--- config.mk ---
export PLATFORM = sky130hd
export DESIGN_NAME = gmux_pipe
export DESIGN_NICKNAME = d
export VERILOG_FILES = /design/src/rtl/gmux_pkg.sv /design/src/rtl/gmux_pipe_stage.sv /design/src/rtl/gmux_pipe.sv
export SDC_FILE = /design/constraint.sdc
export NUM_CORES = 1
export LEC_CHECK = 0
export CAP_MARGIN = 20
export CORE_UTILIZATION = 44
export CTS_CLUSTER_DIAMETER = 60
export CTS_CLUSTER_SIZE = 12
export DETAILED_ROUTE_END_ITERATION = 10
export PLACE_DENSITY_LB_ADDON = 0.05
export SYNTH_ARGS = -nofsm -noshare
export SYNTH_HDL_FRONTEND = slang
export SYNTH_SLANG_ARGS = --single-unit
--- constraint.sdc ---
create_clock -name clk -period 1.81 [get_ports clk]
set_input_delay 0.181 -clock clk [delete_from_list [all_inputs] [get_ports clk]]
set_output_delay 0.181 -clock clk [all_outputs]
set_load 0.02 [all_outputs]
--- src/rtl/gmux_pkg.sv ---
// gmux_pkg: shared types and default parameters for gmux_pipe
package gmux_pkg;
   typedef enum logic [1:0] {
      MODE_FEEDBACK = 2'b00,
      MODE_HOLD     = 2'b01,
      MODE_LOAD     = 2'b10,
      MODE_CLEAR    = 2'b11
   } mode_t;
   localparam int MODE_W    = 2;
   localparam int W_DEF     = 4;
   localparam int PIPE_DEF  = 2;
   localparam int CNT_W_DEF = 8;
endpackage

--- src/rtl/gmux_pipe_stage.sv ---
// pipe_stage: one valid/data register of the gmux_pipe output pipeline
module pipe_stage
   import gmux_pkg::*;
#(
   parameter int W = W_DEF
) (
   input  logic         clk,
   input  logic         rst,
   input  logic         en,
   input  logic         vin,
   input  logic [W-1:0] din,
   output logic         vout,
   output logic [W-1:0] dout
);
   always_ff @(posedge clk)
      if (rst) begin
         vout <= 1'b0;
         dout <= '0;
      end else if (en) begin
         vout <= vin;
         dout <= din;
      end
endmodule

--- src/rtl/gmux_pipe.sv ---
// gmux_pipe: W-lane gate/mux/feedback datapath with stalled output pipeline and beat counter
module gmux_pipe
   import gmux_pkg::*;
#(
   parameter int W     = W_DEF,
   parameter int PIPE  = PIPE_DEF,
   parameter int CNT_W = CNT_W_DEF
) (
   input  logic             clk,
   input  logic             rst,
   input  logic [W-1:0]     a,
   input  logic [W-1:0]     b,
   input  logic [W-1:0]     c,
   input  logic [W-1:0]     d,
   input  logic [MODE_W-1:0] mode,
   input  logic             in_valid,
   output logic             in_ready,
   output logic [W-1:0]     f,
   output logic             out_valid,
   input  logic             out_ready,
   output logic [W-1:0]     state,
   output logic [CNT_W-1:0] txn_count
);
   logic [W-1:0] k, h, g, n, m, j;
   logic         acc, stall;
   logic [PIPE:0] v;
   logic [W-1:0] dq [PIPE+1];
   mode_t        md;
   assign md = mode_t'(mode);
   always_comb begin
      h = ~(a | b);
      g = b ^ c;
      n = ~(c & d);
      m = (k & h) | (~k & g);
      j = n | m;
   end
   // global stall: a full last stage that is not taken freezes every stage
   assign stall    = out_valid & ~out_ready;
   assign in_ready = ~stall;
   assign acc      = in_valid & in_ready;
   always_ff @(posedge clk)
      if (rst) k <= '0;
      else if (acc) k <= md == MODE_FEEDBACK ? j : md == MODE_HOLD ? k : md == MODE_LOAD ? d : '0;
   always_ff @(posedge clk)
      if (rst) txn_count <= '0;
      else if (acc) txn_count <= txn_count + 1'b1;
   assign v[0]  = acc;
   assign dq[0] = m;
   for (genvar s = 0; s < PIPE; s++) begin : g_stage
      pipe_stage #(.W(W)) u_stage (
         .clk (clk),
         .rst (rst),
         .en  (~stall),
         .vin (v[s]),
         .din (dq[s]),
         .vout(v[s+1]),
         .dout(dq[s+1])
      );
   end
   assign out_valid = v[PIPE];
   assign f         = dq[PIPE];
   assign state     = k;
endmodule

### Yosys cells after proc, flatten, opt, wreduce, memory -nomap -nowiden

Cells that the tools add are included.

| storage, ports and cells | value |
|---|---|
| flip-flop bits (word level) | 22 |
| bits of input ports | 22 |
| output and inout port bits | 18 |
| logic and storage cells | 29 |

| operators by class | value |
|---|---|
| $add $sub $neg | 1 |
| equal/unequal tests | 3 |
| multiplexer cells | 3 |
| bitwise gates (word level) | 14 |
| reduce and logical (&&, ||, !) cells | 2 |

Operator list:

| operator | count |
|---|---|
| 4-bit bitwise AND | 3 |
| 4-bit two-way mux | 3 |
| 4-bit inverter | 3 |
| 4-bit OR | 3 |
| 8-bit by 1-bit adder with 8-bit output (second input constant) | 1 |
| 4-bit bitwise XOR | 1 |
| 1-bit bitwise AND | 2 |
| 2-bit by 1-bit equality test with 1-bit output (second input constant) | 1 |
| 2-bit equality test (second input constant) | 1 |
| 2-bit zero test | 1 |
| 2-bit != test (second input constant) | 1 |
| 1-bit inverter | 2 |
| 2-bit AND reduction | 1 |

### Longest topological paths before layout

| logic depth | value |
|---|---|
| depth in word-level cells | 6 |
| depth in mapped cells | 7 |
| mapped depth without buffers | 4 |

### Hierarchy

From an unflattened synthesis, not the netlist that was laid out.

| second synthesis, totals | value |
|---|---|
| cell total of the unflattened synthesis | 126 |
| area total of the unflattened synthesis | 1179.9 um^2 |

By module, submodules not included:

| module | instances | cells an instance | area an instance (um^2) | seq. area each (um^2) |
|---|---|---|---|---|
| gmux_pipe | 1 | 94 | 819.5 | 240.2 |
| pipe_stage | 2 | 16 | 180.2 | 100.1 |

### Least setup slack after synthesis

OpenSTA, ideal clock, no wires.

| timing path | value |
|---|---|
| kind | flip-flop to flip-flop |
| start point | reg txn_count[0] |
| end point | reg txn_count[4] |
| library setup time | 0.121 ns |
| arrival time | 1.329 ns |
| data required time | 1.689 ns |
| slack | 0.360 ns |
| cell stages (with the launch flop) | 5 |
| buffers on the path | 0 |
| period minus slack after synthesis | 1.450 ns |
| cell sequence | dfxtp_1 ha_1 inv_1 nor4_1 mux2_2 |

| between the ends | value |
|---|---|
| longest elaborated chain between the ends | 1 |

RTL lines:

| what | line | RTL |
|---|---|---|
| from (decl) | gmux_pipe.sv:22 | `output logic [CNT_W-1:0] txn_count` |
| from (signal assigned) | gmux_pipe.sv:46 | `else if (acc) txn_count <= txn_count + 1'b1;` |
| 8-bit by 1-bit adder with 8-bit output | gmux_pipe.sv:46 |  |

Every way passes these cells.
A chain may end at the register's enable or synchronous reset.

### Worst setup path in the final report

| timing path | value |
|---|---|
| start point | reg g_stage[1].u_stage.vout |
| end point | out in_ready |

| between the ends | value |
|---|---|
| longest elaborated chain between the ends | 2 |

RTL lines:

| what | line | RTL |
|---|---|---|
| from (decl) | gmux_pipe_stage.sv:12 | `output logic vout,` |
| from (signal assigned) | gmux_pipe_stage.sv:20 | `vout <= vin;` |
| 1-bit bitwise AND | gmux_pipe.sv:38 | `assign stall = out_valid & ~out_ready;` |
| 1-bit inverter | -- |  |
| to (decl) | gmux_pipe.sv:17 | `output logic in_ready,` |

Every way passes these cells.

==> impl_metrics.env <==
export IMPL_status="finished clean"
export IMPL_grt_pass1_vias=981
export IMPL_pin_count=40
export IMPL_vdd_drop_max_mv=0.3670
export IMPL_tns_ps=0
export IMPL_clk_pin_slew_worst_paths_ps=120
export IMPL_cp_arrival_ps=1420
export IMPL_hold_viol=0
export IMPL_dp_hpwl_um=1856
export IMPL_setup_violations=0
export IMPL_finClkSkew_ps=1.053
export IMPL_synth_distinct_cells=28
export IMPL_r2r_cells=4
export IMPL_antenna_found_initial=0
export IMPL_fmax_mhz=623.6
export IMPL_vias=1069
export IMPL_relSlewSlack=0.6590
export IMPL_clock_sinks=22
export IMPL_num_antenna_cells=0
export IMPL_yosysWarnings=0
export IMPL_ctsResizeCount=0
export IMPL_drt_wl_total_um=2459
export IMPL_worstSkewPairLatency_ps=300
export IMPL_grt_usage=0.1989
export IMPL_pwr_density_cell_nw_per_um2=665.1
export IMPL_synthXorXnorAreaFrac=0.007874
export IMPL_start_util=0.4842
export IMPL_clockRootBuffer="clkbuf_4"
export IMPL_whs_path_depth=2
export IMPL_max_clock_path_buffers=2
export IMPL_gp_congestion=0.7536
export IMPL_grt_overflow=0
export IMPL_crit_type="register to output port"
export IMPL_grt_pass1_wl_um=4098
export IMPL_nets=196
export IMPL_rsz0062_at_grt="no"
export IMPL_drv_slew=0
export IMPL_drc=0
export IMPL_worstMarginPinSlew_ps=509.9
export IMPL_synth_compound_area_frac=0.2070
export IMPL_cts_max_level=1
export IMPL_yosysSeqAreaShare=0.3960
export IMPL_synth_top_family_by_area="simple AND/OR/NAND/NOR gates"
export IMPL_synth_fa_ha_area_frac=0.01125
export IMPL_ys_seq_elements=22
export IMPL_post_cts_buffers=0
export IMPL_drt_iter0_drc=18
export IMPL_synthToLayoutAreaGrowth_pct=36.33
export IMPL_muxShareOfSynthArea=0.04949
export IMPL_finalCritPeriodShare=0.8860
export IMPL_port_buffers=39
export IMPL_hold_path_class="register to register"
export IMPL_die_area_um2=2733
export IMPL_core_um2=2297
export IMPL_avgSynthCellArea_um2=8.119
export IMPL_cts_tree="built"
export IMPL_fin_crit_ps=1604
export IMPL_cp_start_kind="register"
export IMPL_avgViaCountPerCell=5.345
export IMPL_row_count=17
export IMPL_max_cap_violations=0
export IMPL_leakage_nw=0.5561
export IMPL_postCtsHoldBufs=0
export IMPL_drtPass1Iterations=4
export IMPL_dieWidth_um=52.28
export IMPL_grt_max_degree=20
export IMPL_die_h_um=52.28
export IMPL_netlist_instances=137
export IMPL_worstSetupEndpointType="output port"
export IMPL_syn_area_um2=1112
export IMPL_drive_gt1_frac=0.08721
export IMPL_ant_nets=0
export IMPL_synth_simple_gate_area_share=0.2373
export IMPL_worstPathRequired_ps=1630
export IMPL_syn_num_nets=160
export IMPL_utilization=0.6601
export IMPL_cts_buffers_inserted=3
export IMPL_critical_path_max_fanout=2
export IMPL_wl_per_cell_um=12.30
## power breakdown
| part | switching [W] | total (W) | internal (W) |
|---|---|---|---|
| Combinational | 0.0000982 | 0.000209 | 0.000111 |
| Sequential | 0.0000214 | 0.000533 | 0.000512 |
| Clock | 0.000144 | 0.000266 | 0.000123 |
| Total | 0.000263 | 0.00101 | 0.000745 |
## state kept, by name (all words and copies together) (netlist names)
signal	cells
state	4
g_stage.u_stage.vout	2
txn_count	8
g_stage.u_stage.dout	8
## synthesized netlist by cell type
cell,instances,share of area
and3_2,1,0.0068
nand2_1,23,0.078
or3_2,1,0.0068
a31oi_1,4,0.022
buf_4,4,0.027
xor2_1,1,0.0079
o31ai_1,2,0.013
dfxtp_1,22,0.40
a211oi_1,1,0.0068
nand4_1,2,0.011
inv_1,2,0.0068
or4_1,2,0.013
nand3_1,2,0.0090
a211o_1,3,0.024
a21oi_1,13,0.058
inv_4,1,0.0056
buf_2,4,0.018
clkbuf_1,1,0.0034
nor2_1,15,0.051
nand2b_1,1,0.0056
ha_1,1,0.011
nor4_1,4,0.022
buf_6,3,0.030
a311oi_1,7,0.055
o21ai_0,6,0.027
nor2b_1,6,0.034
mux2_2,4,0.040
mux2i_1,1,0.0090
## metal layers
layer / wire length, µm / part of all wire / GRT usage
met5: 0 / 0 / 0
met4: 14 / 0.0057 / 0.06579
met3: 96 / 0.039 / 0.02899
met2: 1134 / 0.46 / 0.3376
met1: 1214 / 0.49 / 0.2549
## path summary, 6_finish.rpt
kind                                                   end                       start  slack, ps
worst max-delay path                              in_ready     g_stage[1].u_stage.vout        210
worst min-delay path            g_stage[1].u_stage.dout[2]  g_stage[1].u_stage.dout[2]        460
worst max register to register                txn_count[7]     g_stage[1].u_stage.vout        350
worst min register to register  g_stage[1].u_stage.dout[2]  g_stage[1].u_stage.dout[2]        460
## worst max-delay path: stages, from the launching register on
cell             delay (ps)
dfxtp_1                 330
nor2b_1                 140
inv_1                    70
clkdlybuf4s50_1         600
## cell usage in the layout, fill, tap and decap left out, types with 2 or more instances in the layout
master | Yosys | final
dfxtp_1 | 22 | 22
a211o_1 | 3 | 3
clkbuf_4 | 0 | 3
o21ai_0 | 6 | 6
a21oi_1 | 13 | 13
nand4_1 | 2 | 2
inv_1 | 2 | 2
a31oi_1 | 4 | 4
nor2b_1 | 6 | 6
mux2_2 | 4 | 4
or4_1 | 2 | 2
nor2_1 | 15 | 15
nand2_1 | 23 | 23
o31ai_1 | 2 | 2
clkdlybuf4s50_1 | 0 | 39
a311oi_1 | 7 | 7
buf_4 | 4 | 4
nand3_1 | 2 | 2
nor4_1 | 4 | 4
## through the flow
stage	setup WS [ps]	total power (W)	instance area, µm²	hold slack, ps	std cells
6_report	206.4	0.001009	1516	463.8	200
5_1_grt	126.5	0.001065	1516	484.9	200
4_1_cts	181.5	0.001019	1516	465.9	200
3_5_place_dp	84.15	0.0007525	1480	447.6	196
3_3_place_gp	169.2	0.0007480	1480	439.0	196
2_1_floorplan	359.9	0.0006547	1112	343.5	137
## cells by family after synthesis
logic type,after synthesis
DFF,22
and+or+nand+nor,57
muxes,5
AOI/OAI and AO/OA,36
xor gates and xnor gates,1
adders and majority gates,1
buffers and inverters,15
## area by class of cell
| class | instances | area (µm²) |
|---|---|---|
| Timing Repair Buffer | 43 | 420.4 |
| Clock buffer | 4 | 36.28 |
| Sequential cell | 22 | 440.4 |
| Multi-Input combinational cell | 100 | 570.5 |
| Inverter | 3 | 13.76 |
| Fill cell | 201 | 780.7 |
| Tap cell | 28 | 35.03 |
Note: power is estimated with default switching activity, not from simulation.
